--- src/rtl/reg_scoreboard_pkg.sv ---
// reg_scoreboard_pkg: shared register-file constants for the scoreboard.
package reg_scoreboard_pkg;
    localparam int ADDR_WID = 4;
    localparam int DATA_WID = 64;
    localparam int SB_CNT_WID = 2;
    localparam logic [ADDR_WID-1:0] RNONE = 4'hF;
endpackage

--- src/rtl/reg_cnt_slot.sv ---
// reg_cnt_slot: per-register saturating pending-write counter with clamp-to-zero underflow.
module reg_cnt_slot import reg_scoreboard_pkg::*; #(
    parameter int CNT_WID = SB_CNT_WID
) (
    input  logic               clk,
    input  logic               rst_n,
    input  logic [1:0]         inc,
    input  logic [1:0]         dec,
    input  logic               clr,
    output logic               busy,
    output logic [CNT_WID-1:0] room,
    output logic               under
);
    logic [CNT_WID-1:0] cnt, nxt;
    logic [CNT_WID+1:0] up, diff;

    always_comb begin
        up    = {2'b0, cnt} + {{CNT_WID{1'b0}}, inc};
        diff  = up - {{CNT_WID{1'b0}}, dec};
        under = !clr && ({{CNT_WID{1'b0}}, dec} > up);
        nxt   = (clr || under) ? '0 : (|diff[CNT_WID+1:CNT_WID]) ? '1 : diff[CNT_WID-1:0];
    end

    always_ff @(posedge clk or negedge rst_n)
        if (!rst_n) cnt <= '0;
        else cnt <= nxt;

    assign busy = cnt != '0;
    assign room = ~cnt;
endmodule

--- src/rtl/reg_scoreboard.sv ---
// reg_scoreboard: in-flight register write tracking and decode issue gating.
// Optional SCOREBOARD_STATS_EN adds a saturating stall_cnt output.
module reg_scoreboard import reg_scoreboard_pkg::*; #(
    parameter int ADDR_WID = reg_scoreboard_pkg::ADDR_WID,
    parameter int NREG     = 2**ADDR_WID,
    parameter int CNT_WID  = SB_CNT_WID
) (
    input  logic                CLK,
    input  logic                RST_N,
    input  logic                issue_valid,
    output logic                issue_ready,
    input  logic [ADDR_WID-1:0] issue_srcA,
    input  logic [ADDR_WID-1:0] issue_srcB,
    input  logic [ADDR_WID-1:0] issue_dstE,
    input  logic [ADDR_WID-1:0] issue_dstM,
    input  logic                wb_validE,
    input  logic [ADDR_WID-1:0] wb_dstE,
    input  logic                wb_validM,
    input  logic [ADDR_WID-1:0] wb_dstM,
    input  logic                flush,
    output logic [NREG-1:0]     busy_vec,
`ifdef SCOREBOARD_STATS_EN
    output logic [15:0]         stall_cnt,
`endif
    output logic                err
);
    localparam logic [ADDR_WID-1:0] NONE = ADDR_WID'(RNONE);

    logic [NREG-2:0] busy, under, ovf;
    logic            hazard, accept;

    // The last address is RNONE: no slot, so its busy bit is tied low.
    for (genvar i = 0; i < NREG - 1; i++) begin : g_slot
        localparam logic [ADDR_WID-1:0] R = ADDR_WID'(i);
        logic [1:0]         inc, dec;
        logic [CNT_WID-1:0] room;
        assign inc    = 2'(issue_dstE == R) + 2'(issue_dstM == R);
        assign dec    = 2'(wb_validE && wb_dstE == R) + 2'(wb_validM && wb_dstM == R);
        assign ovf[i] = int'(inc) > int'(room);
        reg_cnt_slot #(.CNT_WID(CNT_WID)) u_slot (
            .clk   (CLK),
            .rst_n (RST_N),
            .inc   (accept ? inc : 2'd0),
            .dec   (dec),
            .clr   (flush),
            .busy  (busy[i]),
            .room  (room),
            .under (under[i])
        );
    end

    assign busy_vec    = {1'b0, busy};
    assign hazard      = (issue_srcA != NONE && busy_vec[issue_srcA]) ||
                         (issue_srcB != NONE && busy_vec[issue_srcB]);
    assign issue_ready = !flush && !hazard && !(|ovf);
    assign accept      = issue_valid && issue_ready;

    always_ff @(posedge CLK or negedge RST_N)
        if (!RST_N) err <= 1'b0;
        else if (|under) err <= 1'b1;

`ifdef SCOREBOARD_STATS_EN
    always_ff @(posedge CLK or negedge RST_N)
        if (!RST_N) stall_cnt <= '0;
        else if (flush) stall_cnt <= '0;
        else if (issue_valid && !issue_ready && stall_cnt != 16'hFFFF) stall_cnt <= stall_cnt + 16'd1;
`endif
endmodule

--- config.mk ---
export PLATFORM = sky130hd
export DESIGN_NAME = reg_scoreboard
export DESIGN_NICKNAME = d
export VERILOG_FILES = /design/src/rtl/reg_scoreboard_pkg.sv /design/src/rtl/reg_cnt_slot.sv /design/src/rtl/reg_scoreboard.sv
export SDC_FILE = /design/constraint.sdc
export NUM_CORES = 1
export LEC_CHECK = 0
export CAP_MARGIN = 20
export CORE_MARGIN = 2
export CORE_UTILIZATION = 30
export DETAILED_ROUTE_END_ITERATION = 12
export GPL_TIMING_DRIVEN = 0
export SYNTH_ARGS = -nofsm -noshare
export SYNTH_HDL_FRONTEND = slang
export SYNTH_HIERARCHICAL = 1
export SYNTH_SLANG_ARGS = --single-unit
--- constraint.sdc ---
create_clock -name CLK -period 7.8 [get_ports CLK]
set_clock_uncertainty 0.2 [all_clocks]
set_input_delay 0.78 -clock CLK [delete_from_list [all_inputs] [get_ports CLK]]
set_output_delay 0.78 -clock CLK [all_outputs]
set_load 0.02 [all_outputs]
### Word level (Yosys, flattened, before mapping)

Cells that the tools add are included.
Widths: inputs -> output; s select.

| cells by class | value |
|---|---|
| equal/unequal tests | 58 |
| reduce and logical (&&, ||, !) cells | 105 |
| $lt $le $gt $ge | 32 |
| bitwise gates (word level) | 15 |
| $add $sub $neg | 60 |
| mux-type cells | 49 |

Operators by type and width:

| cell | number |
|---|---|
| $eq 4x4->1 const B | 28 |
| $mux 2 | 45 |
| $eq 4x3->1 const B | 16 |
| $add 1x1->2 | 30 |
| $gt 2x4->1 | 15 |
| $sub 4x2->4 | 15 |
| $logic_and 1x1->1 | 50 |
| $add 2x2->3 | 15 |
| $eq 4x2->1 const B | 8 |
| $gt 2x2->1 | 15 |
| $not 2->2 | 15 |
| $reduce_bool 2->1 | 15 |
| $reduce_or 15->1 | 2 |
| $reduce_or 2->1 | 15 |
| $eq 4x1->1 const B | 4 |
| $logic_not 4->1 | 4 |
| $logic_or 1x1->1 | 16 |
| $lt 4x5->1 const B | 2 |
| $bmux 1 s4 | 2 |
| $ne 4x4->1 const B | 2 |
| $logic_not 1->1 | 3 |
| $mux 1 | 2 |

| word-level totals | value |
|---|---|
| output and inout bits | 18 |
| bits in registers | 31 |
| bits of input ports | 30 |

### Longest topological paths before layout

| logic depth | value |
|---|---|
| word-level depth | 15 |
| depth in mapped cells | 20 |

### Modules after synthesis

Netlist, hierarchy kept.

Modules (own cells, without submodules):

| module | area each (µm²) | times used | seq. area each (µm²) | cells an instance |
|---|---|---|---|---|
| reg_cnt_slot | 227.7 | 15 | 50.0 | 23 |
| reg_scoreboard | 2,437.3 | 1 | 25.0 | 330 |

### Worst setup path after synthesis

No wires, ideal clock.

| path | value |
|---|---|
| path type | input -> register |
| from | input port issue_dstE[2] |
| to | register err |
| data arrival time | 4.195 ns |
| cell stages on the path | 20 |
| setup slack | 3.265 ns |
| data required time | 7.460 ns |
| library setup time | 0.140 ns |
| buffers on the path | 1 |
| cells stage by stage | nand2b_1 -> nor3_1 -> ha_1 -> inv_1 -> ha_1 -> inv_1 -> a21oi_1 -> a21oi_1 -> nor4_2 -> nand4_4 -> buf_6 -> nor4_2 -> ha_1 -> fa_1 -> inv_1 -> fa_1 -> nor2b_1 -> and2b_2 -> nor4_1 -> nand4_1 |

| between the ends | value |
|---|---|
| cells in the longest elaborated chain, start to end | 12 |

RTL lines:

| element | RTL line | RTL |
|---|---|---|
| start: declaration | reg_scoreboard.sv:14 | `input logic [ADDR_WID-1:0] issue_dstE,` |
| $eq 4x1->1, or another cell as far along | reg_scoreboard.sv:37 | `assign inc = 2'(issue_dstE == R) + 2'(issue_dstM == R);` |
| $add 1x1->2 | reg_scoreboard.sv:37 |  |
| $gt 2x2->1 | reg_scoreboard.sv:39 | `assign ovf[i] = int'(inc) > int'(room);` |
| $reduce_or 15->1 | reg_scoreboard.sv:55 | `assign issue_ready = !flush && !hazard && !(\|ovf);` |
| $logic_not 1->1 | reg_scoreboard.sv:55 |  |
| $logic_and 1x1->1 | reg_scoreboard.sv:55 |  |
| $logic_and 1x1->1 | reg_scoreboard.sv:56 | `assign accept = issue_valid && issue_ready;` |
| $mux 2 (*) | reg_scoreboard.sv:43 | `.inc (accept ? inc : 2'd0),` |
| $add 2x2->3 (*) | reg_cnt_slot.sv:18 | `up = {2'b0, cnt} + {{CNT_WID{1'b0}}, inc};` |
| $gt 2x4->1 (*) | reg_cnt_slot.sv:20 | `under = !clr && ({{CNT_WID{1'b0}}, dec} > up);` |
| $logic_and 1x1->1 (*) | reg_cnt_slot.sv:20 |  |
| via under[2] | reg_scoreboard.sv:29 | `logic [NREG-2:0] busy, under, ovf;` |
| $reduce_or 15->1 (*) | reg_scoreboard.sv:60 | `else if (\|under) err <= 1'b1;` |
| end signal: assignment | reg_scoreboard.sv:59 | `if (!RST_N) err <= 1'b0;` |
| end signal: assignment | reg_scoreboard.sv:60 |  |
| end: declaration | reg_scoreboard.sv:25 | `output logic err` |

The timed path passes the listed nets; every way through them passes the cells marked *.
A chain may end at the register's enable or synchronous reset.

### Worst setup path in the final report

| path | value |
|---|---|
| from | input port issue_dstM[3] |
| to | register err |

| between the ends | value |
|---|---|
| cells in the longest elaborated chain, start to end | 12 |

RTL lines:

| element | RTL line | RTL |
|---|---|---|
| start: declaration | reg_scoreboard.sv:15 | `input logic [ADDR_WID-1:0] issue_dstM,` |
| $eq 4x1->1, or another cell as far along | reg_scoreboard.sv:37 |  |
| $add 1x1->2 | reg_scoreboard.sv:37 |  |
| $gt 2x2->1 | reg_scoreboard.sv:39 |  |
| $reduce_or 15->1 | reg_scoreboard.sv:55 |  |
| $logic_not 1->1 | reg_scoreboard.sv:55 |  |
| $logic_and 1x1->1 | reg_scoreboard.sv:55 |  |
| $logic_and 1x1->1 | reg_scoreboard.sv:56 |  |
| $mux 2 (*) | reg_scoreboard.sv:43 |  |
| $add 2x2->3 (*) | reg_cnt_slot.sv:18 |  |
| $gt 2x4->1 (*) | reg_cnt_slot.sv:20 |  |
| $logic_and 1x1->1 (*) | reg_cnt_slot.sv:20 |  |
| via under[1] | reg_scoreboard.sv:29 |  |
| $reduce_or 15->1 (*) | reg_scoreboard.sv:60 |  |

Marks and branches as above.

==> flow_summary.ini <==
[outcome]
status = completed

[floorplanning]
io_pins = 48
dieArea_mm2 = 0.0206
core_mm2 = 0.0193
initial_utilization_pct = 30.3
die_h_um = 144
core.rowCount = 51
die_w_um = 144

[sta]
slew_headroom_pct = 46.3
hold_violations = 0
worst_pin_slew_ns = 0.798
final_max_slew_viol_count = 0
setup_tns_ns = 0
rsz0062_at_grt = no
fmax_ghz = 0.164
setup_viol = 0
period_minus_slack_ns = 6.10
whs_ns = 0.302
fin_crit_sh_pct = 78.3

[routing]
ant_nets = 0
postRouteWirelength_mm = 16.1
drt-initial-drc-count = 246
drc = 0
route.detailed.wl_per_inst_um = 16.2
first_pass_iters = 5
vias = 4862
viasPerCell = 4.90

[cells_and_area]
n_antenna_cell = 0
seq_area_um2 = 776
final_cells = 993
area_growth_pct = 16.0
fill_cells = 1952
multi_input_area_mm2 = 0.00451
fin_nets = 892
final_util_pct = 35.1
layout-drive-gt1-share_pct = 14.3

[global_route]
track_usage_pct = 16.6
gr-total-overflow = 0
grt_pass1_wl_mm = 26.1
grt_max_degree = 32
grt_pass1_vias = 4868
antenna_found_initial = 0

[setup_path]
cp_max_fo = 10
cp.arrival_ns = 6.03
cp_cell_sequence = clkdlybuf4s50_1, nand2_1, nor3_1, ha_1, ha_1, nor2b_1, o21ai_0, nand4_1, nor2_1, nand4_4, buf_6, nor4_2, ha_1, fa_1, inv_1, fa_1, nor2b_1, and2b_2, nor4_1, nand4_1
cp_slowest_cell = nor4_1
worstSetupPathType = in -> reg
critPathRequiredTime_ns = 7.73
slowest_delay_ns = 0.70
path_delay_family = simple AND/OR/NAND/NOR gates
cp_num_buf_inv = 3
crit_top_cell = ha_1
worstSetupEndpointType = flop
start_kind = input pin

[clock_tree]
cts.sinks = 31
post_cts_buffers = 0
clk_pin_slew_ns = 0.05
numCtsBuffers = 5
clk_latency_ns = 0.28
clockRootBuffer = clkbuf_16
tritoncts = done
cts_resized = 0
htreeDepth = 2
cts_hold_buffers = 0
clockBufferDepth = 2

[placed_design]
hpwl_mm = 13.7
gp_congestion = 0.895
dp.cells = 985
port_buffers = 44

[yosys]
synth_nets = 840
synth.cell_area_mm2 = 0.00585
synth_area_leaders = ha_1 (22%), dfrtp_1 (13%), fa_1 (10%)
ys_ff_latch = 31
netlist_instances = 675
yosysSeqAreaShare_pct = 13.3
ys_warn_count = 6
ys_types = 34
synth_top_cell_area_share_pct = 22.4
yosysTopAreaCell = ha_1
syn_avg_cell_area_um2 = 8.67

[worst_hold_path]
hold_path.class = reg -> reg

[pwr]
ir_drop_mv = 0.0818
power.leakage_nw = 3.19
power.density_mw_per_mm2 = 196

[run]
maxCapViolCount = 0
-- path summary, 6_finish.rpt --
check	start	end	slack (ns)	cells past startpoint
setup / recovery	issue_dstM[3]	err$_DFFE_PN0P_	1.70	20
hold / removal	err$_DFFE_PN0P_	err$_DFFE_PN0P_	0.30	2
setup reg to reg	g_slot[12].u_slot/cnt[1]$_DFF_PN0_	err$_DFFE_PN0P_	2.76	18
hold reg to reg	err$_DFFE_PN0P_	err$_DFFE_PN0P_	0.30	2
max in group asynchronous	RST_N	g_slot[4].u_slot/cnt[0]$_DFF_PN0_	6.51	1
min in group asynchronous	RST_N	g_slot[0].u_slot/cnt[0]$_DFF_PN0_	0.38	1
-- worst register-to-register path: stages (launching register included) --
cell     delay (ns)
dfrtp_1        0.40
inv_1          0.12
inv_1          0.05
ha_1           0.29
nor2b_1        0.13
o21ai_0        0.33
nand4_1        0.19
nor2_1         0.24
nand4_4        0.15
buf_6          0.20
nor4_2         0.36
ha_1           0.23
fa_1           0.21
inv_1          0.07
fa_1           0.46
nor2b_1        0.20
and2b_2        0.20
nor4_1         0.70
nand4_1        0.15
-- cell usage after synthesis --
master	n
inv_1	127
ha_1	105
nand2_1	61
nand2b_1	57
a21oi_1	44
nor2_1	39
dfrtp_1	31
a2111oi_2	30
fa_1	30
nor4_2	30
nor2b_1	24
nor3_1	22
and2b_2	15
nor4_1	7
buf_2	6
o21ai_0	6
mux2i_1	5
nand3b_1	5
clkbuf_1	4
mux4_2	4
buf_6	3
nand4_1	3
o21ai_1	3
nand3_1	2
o211ai_1	2
or3b_2	2
a2111oi_0	1
buf_4	1
conb_1	1
mux4_1	1
nand4_4	1
nor4_4	1
o211ai_2	1
o221ai_1	1
-- per-layer routing --
metal	global-route usage, %	part of all wire (%)	vias to the layer above
li1	-	-	2410
met1	22.9	47	2313
met2	26.7	46	115
met3	2.20	3.8	24
met4	5.47	2.9	0
met5	0	0	-
-- cell type report --
| cell class | instances | area share (%) |
|---|---|---|
| multi-input cells | 503 | 66.5 |
| inverters | 127 | 7.02 |
| clock buffers | 8 | 2.30 |
| well taps | 265 | 4.88 |
| repair buffers | 45 | 6.63 |
| plain buffers | 14 | 1.27 |
| flip-flops and latches | 31 | 11.4 |
-- layout by cell type (no fill, tap or decap), types with 4 or more instances in the layout --
cell / instances
inv_1: 127
ha_1: 105
nand2_1: 61
nand2b_1: 57
a21oi_1: 44
clkdlybuf4s50_1: 42
nor2_1: 39
dfrtp_1: 31
nor4_2: 30
a2111oi_2: 30
fa_1: 30
nor2b_1: 24
nor3_1: 22
and2b_2: 15
buf_2: 8
nor4_1: 7
o21ai_0: 6
clkbuf_1: 5
mux2i_1: 5
nand3b_1: 5
clkbuf_16: 5
mux4_2: 4
-- where the power goes --
part	leakage [nW]	internal [mW]	switching, mW
clock	0.0772	0.136	0.0775
sequential	0.409	0.203	0.0325
combinational	2.71	0.348	0.533
total	3.19	0.688	0.643
-- registers in the layout (all words and copies together), names as in the netlist --
| signal | cells |
|---|---|
| err | 1 |
| g_slot.u_slot/cnt | 30 |
-- metrics by stage --
stage | worst slack [ns] | total power, mW | cell area [um^2]
after floorplan | 3.27 | 0.834 | 5850
after global placement | 1.32 | 1.10 | 6630
after detailed placement | 1.45 | 1.12 | 6640
after CTS | 1.74 | 1.34 | 6790
after global routing | 1.56 | 1.45 | 6790
final | 1.70 | 1.33 | 6790
-- kinds of logic after synthesis --
family | Yosys count | share of synthesized area (%)
compound gates | 88 | 13.0
fa+ha+maj | 135 | 32.7
buf+inv | 141 | 9.62
flops | 31 | 13.3
mux | 10 | 2.84
other cells | 1 | 0.0641
simple gates | 269 | 28.5
No activity file was read; power rests on OpenSTA's default activity.
